<file path="config.mk">
export PLATFORM = sky130hd
export DESIGN_NAME = smz_scrub_ctrl
export DESIGN_NICKNAME = d
export VERILOG_FILES = /design/src/rtl/smz_pkg.sv /design/src/rtl/smz_arb.sv /design/src/rtl/smz_scrub_ctrl.sv
export SDC_FILE = /design/constraint.sdc
export NUM_CORES = 1
export LEC_CHECK = 0
export CAP_MARGIN = 40
export CORE_MARGIN = 2
export CORE_UTILIZATION = 45
export DETAILED_ROUTE_END_ITERATION = 16
export PLACE_DENSITY = 0.75
export SYNTH_ARGS = -nofsm -noshare
export SYNTH_HDL_FRONTEND = slang
export SYNTH_HIERARCHICAL = 1
export SYNTH_SLANG_ARGS = --single-unit
</file>
<file path="constraint.sdc">
create_clock -name clk -period 14.2 [get_ports clk]
set_clock_uncertainty 0.2 [all_clocks]
set_input_delay 1.42 -clock clk [delete_from_list [all_inputs] [get_ports clk]]
set_output_delay 1.42 -clock clk [all_outputs]
set_load 0.02 [all_outputs]
</file>
<file path="src/rtl/smz_pkg.sv">
// Shared definitions for the SMZ scrub controller: register map, bit indices,
// FSM state encodings and the 33-bit region-end helper.
package smz_pkg;

    localparam logic [1:0] REG_BASE   = 2'd0;
    localparam logic [1:0] REG_SIZE   = 2'd1;
    localparam logic [1:0] REG_CTRL   = 2'd2;
    localparam logic [1:0] REG_STATUS = 2'd3;

    localparam int unsigned CTRL_EN    = 0;
    localparam int unsigned CTRL_START = 1;

    localparam int unsigned ST_BUSY = 0;
    localparam int unsigned ST_DONE = 1;
    localparam int unsigned ST_ERR  = 2;

    typedef enum logic [1:0] {
        S_IDLE = 2'd0,
        S_RUN  = 2'd1,
        S_DONE = 2'd2
    } scrub_state_t;

    typedef enum logic [1:0] {
        A_IDLE  = 2'd0,
        A_CPU   = 2'd1,
        A_SCRUB = 2'd2
    } arb_state_t;

    // Exclusive end of the region, computed without wrap and clipped to 2^32.
    function automatic logic [32:0] region_end(input logic [31:0] base,
                                               input logic [31:0] size);
        logic [32:0] sum;
        sum = {1'b0, base} + {1'b0, size};
        return (sum > 33'h1_0000_0000) ? 33'h1_0000_0000 : sum;
    endfunction

endpackage

</file>
<file path="src/rtl/smz_arb.sv">
// Two-requester arbiter (CPU over scrub) for the single memory port, with
// registered mem_* outputs held stable until mem_ready.
module smz_arb
    import smz_pkg::*;
(
    input  logic        clk,
    input  logic        resetn,
    input  logic        cpu_req,
    input  logic [31:0] cpu_addr,
    input  logic [31:0] cpu_wdata,
    input  logic [3:0]  cpu_wstrb,
    input  logic        scr_req,
    input  logic [31:0] scr_addr,
    output logic        cpu_ready,
    output logic        scr_ack,
    output logic        mem_valid,
    output logic [31:0] mem_addr,
    output logic [31:0] mem_wdata,
    output logic [3:0]  mem_wstrb,
    input  logic        mem_ready
);

    arb_state_t  state, state_nx;
    logic        valid_nx;
    logic [31:0] addr_nx;
    logic [31:0] wdata_nx;
    logic [3:0]  wstrb_nx;

    always_ff @(posedge clk or negedge resetn) begin
        if (!resetn) begin
            state     <= A_IDLE;
            mem_valid <= 1'b0;
            mem_addr  <= '0;
            mem_wdata <= '0;
            mem_wstrb <= '0;
        end else begin
            state     <= state_nx;
            mem_valid <= valid_nx;
            mem_addr  <= addr_nx;
            mem_wdata <= wdata_nx;
            mem_wstrb <= wstrb_nx;
        end
    end

    always_comb begin
        state_nx = state;
        valid_nx = mem_valid;
        addr_nx  = mem_addr;
        wdata_nx = mem_wdata;
        wstrb_nx = mem_wstrb;
        case (state)
            A_IDLE: begin
                if (cpu_req) begin
                    state_nx = A_CPU;
                    valid_nx = 1'b1;
                    addr_nx  = cpu_addr;
                    wdata_nx = cpu_wdata;
                    wstrb_nx = cpu_wstrb;
                end else if (scr_req) begin
                    state_nx = A_SCRUB;
                    valid_nx = 1'b1;
                    addr_nx  = scr_addr;
                    wdata_nx = '0;
                    wstrb_nx = '1;
                end
            end
            A_CPU, A_SCRUB: begin
                if (mem_ready) begin
                    state_nx = A_IDLE;
                    valid_nx = 1'b0;
                end
            end
            default: begin
                state_nx = A_IDLE;
                valid_nx = 1'b0;
            end
        endcase
    end

    assign cpu_ready = mem_ready & (state == A_CPU);
    assign scr_ack   = mem_ready & (state == A_SCRUB);

endmodule

</file>
<file path="src/rtl/smz_scrub_ctrl.sv">
// SMZ config registers, scrub engine that zero-fills the secure region, and
// CPU/scrub sharing of the memory port in front of smz_layer.
module smz_scrub_ctrl
    import smz_pkg::*;
#(
    parameter logic [31:0] RESET_BASE = 32'h0000_8000,
    parameter logic [31:0] RESET_SIZE = 32'h0000_1000
) (
    input  logic        clk,
    input  logic        resetn,
    input  logic        cfg_we,
    input  logic [1:0]  cfg_addr,
    input  logic [31:0] cfg_wdata,
    output logic [31:0] cfg_rdata,
    input  logic        cpu_mem_valid,
    input  logic [31:0] cpu_mem_addr,
    input  logic [31:0] cpu_mem_wdata,
    input  logic [3:0]  cpu_mem_wstrb,
    output logic        cpu_mem_ready,
    output logic [31:0] cpu_mem_rdata,
    output logic        mem_valid,
    output logic [31:0] mem_addr,
    output logic [31:0] mem_wdata,
    output logic [3:0]  mem_wstrb,
    input  logic        mem_ready,
    input  logic [31:0] mem_rdata,
    output logic [31:0] smz_base,
    output logic [31:0] smz_size,
    output logic        smz_enable,
    output logic        irq_done
);

    scrub_state_t state, state_nx;
    logic [32:0]  ptr;
    logic [32:0]  end_q;
    logic         done_q;
    logic         err_q;
    logic         busy;
    logic         start_ok;
    logic         scr_req;
    logic         scr_ack;
    logic         in_region;
    logic         cpu_req;

    assign busy     = (state != S_IDLE);
    assign start_ok = cfg_we && (cfg_addr == REG_CTRL) && cfg_wdata[CTRL_START] && !busy;

    // In-region CPU accesses wait until the scrub has fully finished.
    assign in_region = ({1'b0, cpu_mem_addr} >= {1'b0, smz_base}) &&
                       ({1'b0, cpu_mem_addr} <  region_end(smz_base, smz_size));
    assign cpu_req   = cpu_mem_valid && !(busy && in_region);

    always_ff @(posedge clk or negedge resetn) begin
        if (!resetn) begin
            state      <= S_IDLE;
            ptr        <= '0;
            end_q      <= '0;
            smz_base   <= RESET_BASE;
            smz_size   <= RESET_SIZE;
            smz_enable <= 1'b0;
            done_q     <= 1'b0;
            err_q      <= 1'b0;
        end else begin
            state <= state_nx;
            if (start_ok) begin
                ptr   <= {1'b0, smz_base};
                end_q <= region_end(smz_base, smz_size);
            end else if (scr_ack) begin
                ptr <= ptr + 33'd4;
            end
            if (cfg_we) begin
                case (cfg_addr)
                    REG_BASE: begin
                        if (busy) err_q <= 1'b1;
                        else      smz_base <= {cfg_wdata[31:2], 2'b00};
                    end
                    REG_SIZE: begin
                        if (busy) err_q <= 1'b1;
                        else      smz_size <= {cfg_wdata[31:2], 2'b00};
                    end
                    REG_CTRL: begin
                        if (busy) begin
                            err_q <= 1'b1;
                        end else begin
                            smz_enable <= cfg_wdata[CTRL_EN];
                            if (cfg_wdata[CTRL_START]) done_q <= 1'b0;
                        end
                    end
                    default: begin
                        done_q <= 1'b0;
                        err_q  <= 1'b0;
                    end
                endcase
            end
            // Completion wins over a same-cycle STATUS clear so it is never lost.
            if (state == S_DONE) done_q <= 1'b1;
        end
    end

    always_comb begin
        state_nx = state;
        scr_req  = 1'b0;
        irq_done = 1'b0;
        case (state)
            S_IDLE: if (start_ok) state_nx = S_RUN;
            S_RUN: begin
                if (ptr >= end_q) state_nx = S_DONE;
                else              scr_req  = 1'b1;
            end
            S_DONE: begin
                irq_done = 1'b1;
                state_nx = S_IDLE;
            end
            default: state_nx = S_IDLE;
        endcase
    end

    always_comb begin
        cfg_rdata = '0;
        case (cfg_addr)
            REG_BASE: cfg_rdata = smz_base;
            REG_SIZE: cfg_rdata = smz_size;
            REG_CTRL: cfg_rdata[CTRL_EN] = smz_enable;
            default: begin
                cfg_rdata[ST_BUSY] = busy;
                cfg_rdata[ST_DONE] = done_q;
                cfg_rdata[ST_ERR]  = err_q;
            end
        endcase
    end

    smz_arb u_arb (
        .clk       (clk),
        .resetn    (resetn),
        .cpu_req   (cpu_req),
        .cpu_addr  (cpu_mem_addr),
        .cpu_wdata (cpu_mem_wdata),
        .cpu_wstrb (cpu_mem_wstrb),
        .scr_req   (scr_req),
        .scr_addr  (ptr[31:0]),
        .cpu_ready (cpu_mem_ready),
        .scr_ack   (scr_ack),
        .mem_valid (mem_valid),
        .mem_addr  (mem_addr),
        .mem_wdata (mem_wdata),
        .mem_wstrb (mem_wstrb),
        .mem_ready (mem_ready)
    );

    assign cpu_mem_rdata = mem_rdata;

endmodule

</file>
Word-level counts from Yosys, hierarchy flattened
Cells that the tools add are included.

word-level totals
  bits in registers = 202
  input port bits = 139
  output and inout port bits = 200

cells by class
  magnitude comparators = 4
  $add $sub $neg = 2
  bitwise gates (word level) = 3
  reductions and logical operators = 26
  equality and inequality tests = 14
  muxes and demuxes = 33

operators by type and width
  cell                   count
  $mux 32                4
  $mux 33                3
  $pmux 29 s2            1
  $add 32x32->33         1
  $add 33x3->33 const B  1
  $ge 33x33->1           1
  $gt 33x33->1 const B   1
  $lt 32x33->1           1
  $ge 32x32->1           1
  $mux 1                 12
  $mux 2                 5
  $reduce_and 3->1       3
  $mux 4                 2
  $pmux 2 s2             2
  $reduce_and 2->1       4
  $reduce_bool 2->1      4
  $eq 2x1->1 const B     3
  $eq 2x2->1 const B     3
  $logic_and 1x1->1      6
  $logic_not 2->1        3
  $ne 2x2->1 const B     3
  $ne 3x2->1 const B     2
  $pmux 1 s2             3
  $pmux 2 s3             1
  other kinds (8)        12

Depth between registers and ports, before layout
  depth in word-level cells = 10
  mapped depth = 26

Cells and area by module
Netlist, hierarchy kept.

modules (own cells, without submodules)
  module          sequential area each (um2)  area an instance (um2)  cells an instance  instances
  smz_scrub_ctrl  3,180.6                     9,862.0                 1,092              1
  smz_arb         1,776.7                     3,012.9                 252                1

Least setup slack after synthesis
Ideal clock, no wire load.

  path type = reg-to-reg
  start = reg smz_base[2]
  end = reg u_arb.mem_wstrb[0]
  arrival = 5,092 ps
  library setup time = 121 ps
  path slack = 8,787 ps
  data required time = 13,879 ps
  period minus slack after synthesis = 5,413 ps
  buffers on the path = 4
  cell stages (with the launch flop) = 26
  cell sequence = dfrtp_1 -> ha_1 -> fa_1 -> a21o_1 -> a31o_1 -> a311o_1 -> a211oi_2 -> o41ai_2 -> a21oi_4 -> buf_6 -> buf_6 -> nand2_1 -> ha_1 -> a21o_1 -> a21o_1 -> a21oi_1 -> o31ai_1 -> a211o_1 -> o21ai_0 -> a21boi_0 -> o21a_1 -> buf_6 -> or2_1 -> buf_6 -> and2_4 -> o22a_1

on the way
  longest elaborated chain between the ends = 10
  elaborated cells on any way between the ends = 12
  classes of those cells = 1 x add/sub; 3 x order compare; 2 x mux; 6 x reduce/logical

RTL lines
  element                      line                  RTL
  start: declaration           smz_scrub_ctrl.sv:27  output logic [31:0] smz_base,
  start signal: assignment     smz_scrub_ctrl.sv:75  else smz_base <= {cfg_wdata[31:2], 2'b00};
  $add 32x32->33               smz_pkg.sv:33         sum = {1'b0, base} + {1'b0, size};
  $gt 33x33->1                 smz_pkg.sv:34         return (sum > 33'h1_0000_0000) ? 33'h1_0000_0000 : sum;
  $mux 33                      smz_pkg.sv:34
  $lt 32x33->1                 smz_scrub_ctrl.sv:50  ({1'b0, cpu_mem_addr} < region_end(smz_base, smz_size));
  $logic_and 1x1->1 *          smz_scrub_ctrl.sv:49  assign in_region = ({1'b0, cpu_mem_addr} >= {1'b0, smz_base}) &&
  $logic_and 1x1->1 *          smz_scrub_ctrl.sv:51  assign cpu_req = cpu_mem_valid && !(busy && in_region);
  $logic_not 1->1 *            smz_scrub_ctrl.sv:51
  $logic_and 1x1->1 *          smz_scrub_ctrl.sv:51
  named net cpu_req            smz_scrub_ctrl.sv:43  logic cpu_req;
  $reduce_bool 2->1 (no line)  -
  $reduce_and 2->1 (no line)   -
  end signal: assignment       smz_arb.sv:41         mem_wstrb <= wstrb_nx;
  end: declaration             smz_arb.sv:19         output logic [3:0] mem_wstrb,

Mark *: on every way through the listed nets, which the timed path passes. The rest lies on a longest branch.
A chain may end at the register's enable or synchronous reset.

Worst setup path in the final report
  start = reg smz_base[2]
  end = reg u_arb.mem_wdata[12]

on the way
  longest elaborated chain between the ends = 10
  elaborated cells on any way between the ends = 12
  classes of those cells = 1 x add/sub; 3 x order compare; 2 x mux; 6 x reduce/logical

RTL lines
  element                      line                  RTL
  $add 32x32->33               smz_pkg.sv:33
  $gt 33x33->1                 smz_pkg.sv:34
  $mux 33                      smz_pkg.sv:34
  $lt 32x33->1                 smz_scrub_ctrl.sv:50
  $logic_and 1x1->1 *          smz_scrub_ctrl.sv:49
  $logic_and 1x1->1 *          smz_scrub_ctrl.sv:51
  $logic_not 1->1 *            smz_scrub_ctrl.sv:51
  $logic_and 1x1->1 *          smz_scrub_ctrl.sv:51
  named net cpu_req            smz_scrub_ctrl.sv:43
  $reduce_bool 2->1 (no line)  -
  $reduce_and 2->1 (no line)   -
  end signal: assignment       smz_arb.sv:40         mem_wdata <= wdata_nx;
  end: declaration             smz_arb.sv:18         output logic [31:0] mem_wdata,

Marks and branches as above.

==> impl_results.md <==
* CP endpoint kind: flip-flop
* CP dominant cell by count: a21o_1
* CP required at 14.31 ns
* Max_cap viols at 0
* Die Y at 173 microns
* Core area at 28000 sq um
* Met1 WL at 17900 microns
* CTS tree: built
* Syn-to-layout area delta at 25.7%
* Synth top area share at 0.381
* Starting density of the core at 0.460
* Predominant post-synthesis flop cell: dfrtp_1
* Dpl ws at 7.46 ns
* Layout cells sized above 1 at 0.0882
* Largest net degree at the start of global routing at 95
* Max stage delay on crit path at 0.51 ns
* H-Tree Depth at 4
* Post-Synthesis Cells at 1344
* Final hold slack at 0.282 ns
* Highest Signal Layer: met4
* Fin. max-slew vios at 0
* Final period util at 0.483
* Synth area leader: dfrtp_1
* Post-route ant nets at 0
* Final hold vios at 0
* Clock Tree Buf Depth at 2
* Synthesized flop and latch total at 198
* Fillcell total at 2437
* Number of flops mapped to enable cells by yosys at 0
* Layout Nets at 1815
* Cell row count at 61
* Startpoint Class: flip-flop
* Seq/Total Area, Yosys at 0.385
* Final Setup Violations at 0
* Clk_lat worst skew at 0.44 ns
* Die Wd at 173 microns
* Post-DP HPWL at 30600 microns
* Final GP Congestion at 0.928
* WL met2 at 18000 microns
* CTS sink count at 198
* Final core occ at 0.578
* Cts hold-fix bufs at 0
* CTS Buf Count at 17
* Setup WS post-layout at 7.35 ns
* CP Cell Sequence: ha_1 > fa_1 > a21o_1 > a31o_1 > a311o_1 > a211oi_2 > o41ai_2 > a21oi_4 > buf_4 > nand2_1 > ha_1 > a21o_1 > a21o_1 > a21o_1 > o21ai_0 > a311oi_1 > o21ai_0 > a21boi_0 > o21a_1 > buf_4 > or2_1 > buf_4 > nand2_4 > a22o_1
* Worst-margin pin slew at 0.904 ns
* Clock transition at path regs at 0.08 ns
* Initial antenna violation count at 0
* Netlist area before placement at 12900 sq um
* Yosys warnings at 6
* Outcome: complete, no violations
* Via count at 11098
* Synth async-reset ratio at 1.00
* I/O Buffers at 270
* Io pins at 339
* Drt total wl at 39900 microns
* Met3 routed WL at 3020 microns
* Leakage at 7.21 nW
* First-pass GRT wire length at 62700 microns
* Drt first pass iters at 5
* Post-CTS setup buffers at 0
* Setup TNS at 0 ns
* Slowest CP cell: or2_1
* F_max at 146 MHz
* Clk root buf: clkbuf_16
* Pwr dens at 123 nW/um^2
* Worst hold path class: flip-flop to flip-flop
* Commonest cells after routing, fill and taps aside: clkdlybuf4s50_1 (268), dfrtp_1 (196), ha_1 (124)
* DRC violations left at 0
* WP data arrival at 6.97 ns
* Avg Synthesized Cell Area at 9.58 sq um
* WL per Instance at 20.5 microns
* Area contributors post-synth: dfrtp_1 (38%), ha_1 (12%), mux2_2 (5.4%)
* Period minus WS final at 6.85 ns
* Total die area at 30000 sq um
* Critical path's top delay family: compound AO/OA/AOI/OAI gates
* Pwr Total at 2.00 mW
* Post-synth cell types at 72
* Crit Path Category: flip-flop to flip-flop
* Max VDD drop at 0.0000751 V
* RSZ-0062 raised after global routing: no
* Gr ovfl total at 0
* DRT iter0 DRCs at 739
* Vias per inst at 5.71
* Number of antenna repair diodes at 0
* Slew margin rel. at 0.389
* Most common cell after layout, fill and taps aside: clkdlybuf4s50_1
* Critical path peak fanout at 51
* Post-CTS sizing at 0
* Number of global-route vias before repair at 11145
* Total GRT Usage at 0.264
* CP Buf/Inv Count at 3
cells in the mapped netlist, drive strengths merged, types with 24 or more instances:
cell type,n
nand3,37
a21o,27
buf,73
o22ai,33
inv,76
o21ai,85
nor2,114
a21oi,57
mux2,62
xor2,24
o32ai,32
clkbuf,28
mux2i,30
a22o,33
nand2,120
xnor2,28
ha,124
dfrtp,196
nand4,25
logic make-up (layout without fill, tap and decap cells):
group	Yosys count	after routing	share of synthesized area
XOR/XNOR	52	52	0.0354
multiplexers	92	92	0.0776
AO/OA/AOI/OAI	342	342	0.182
flip-flops	198	198	0.385
AND/OR/NAND/NOR	357	357	0.128
adder cells (fa/ha/maj)	125	125	0.122
buffers and inverters	177	392	0.0701
other	1	6	0.000291
stage by stage:
step | area [sq um] | std cells
after global routing | 16200 | 1942
final | 16200 | 1942
after global placement | 15500 | 1906
after floorplan | 12900 | 1349
after detailed placement | 15600 | 1910
after CTS | 16200 | 1942
area by class of cell:
cell class	count	area, sq um	area share
clock buffers	20	457	0.0282
inverters	76	285	0.0176
multi-input cells	974	7040	0.435
clock inverters	12	106	0.00657
flip-flops and latches	198	4960	0.306
well taps	378	473	0.0292
repair buffers	284	2870	0.178
flip-flops by register name (all words and copies together) (netlist names), 2 cells and up:
register         count
ptr                 31
u_arb/mem_addr      32
state                2
smz_size            30
u_arb/mem_wdata     32
u_arb/state          2
u_arb/mem_wstrb      4
smz_base            30
end_q               31
tightest hold or removal path, stage by stage, from the launching register on:
cell,delay (ns)
dfrtp_1,0.35
nand2_1,0.06
o21ai_2,0.05
metal layers:
metal / global-route usage / up-vias
met2: 0.417 / 480
met3: 0.0482 / 64
met5: 0 / -
met1: 0.368 / 5359
met4: 0.0844 / 0
li1: - / 5195
power by group:
part | switching, mW | leakage [nW] | total [mW] | internal (mW)
clock | 0.236 | 0.274 | 0.476 | 0.240
combinational | 0.395 | 4.41 | 0.749 | 0.354
sequential | 0.0947 | 2.53 | 0.771 | 0.676
total | 0.726 | 7.21 | 2.00 | 1.27
path summary, 6_finish.rpt:
check / end / slack (ns) / start / depth (start not counted)
min in group asynchronous: smz_size[25]$_DFFE_PN0P_ / 0.84 / resetn / 1
min: end_q[5]$_DFFE_PN0P_ / 0.28 / end_q[5]$_DFFE_PN0P_ / 2
max in group asynchronous: ptr[19]$_DFFE_PN0N_ / 10.98 / resetn / 3
max: u_arb/mem_wdata[12]$_DFFE_PN0P_ / 7.35 / smz_base[2]$_DFFE_PN0P_ / 24
min reg2reg: end_q[5]$_DFFE_PN0P_ / 0.28 / end_q[5]$_DFFE_PN0P_ / 2
max reg2reg: u_arb/mem_wdata[12]$_DFFE_PN0P_ / 7.35 / smz_base[2]$_DFFE_PN0P_ / 24
Note: power is estimated with default switching activity, not from simulation.
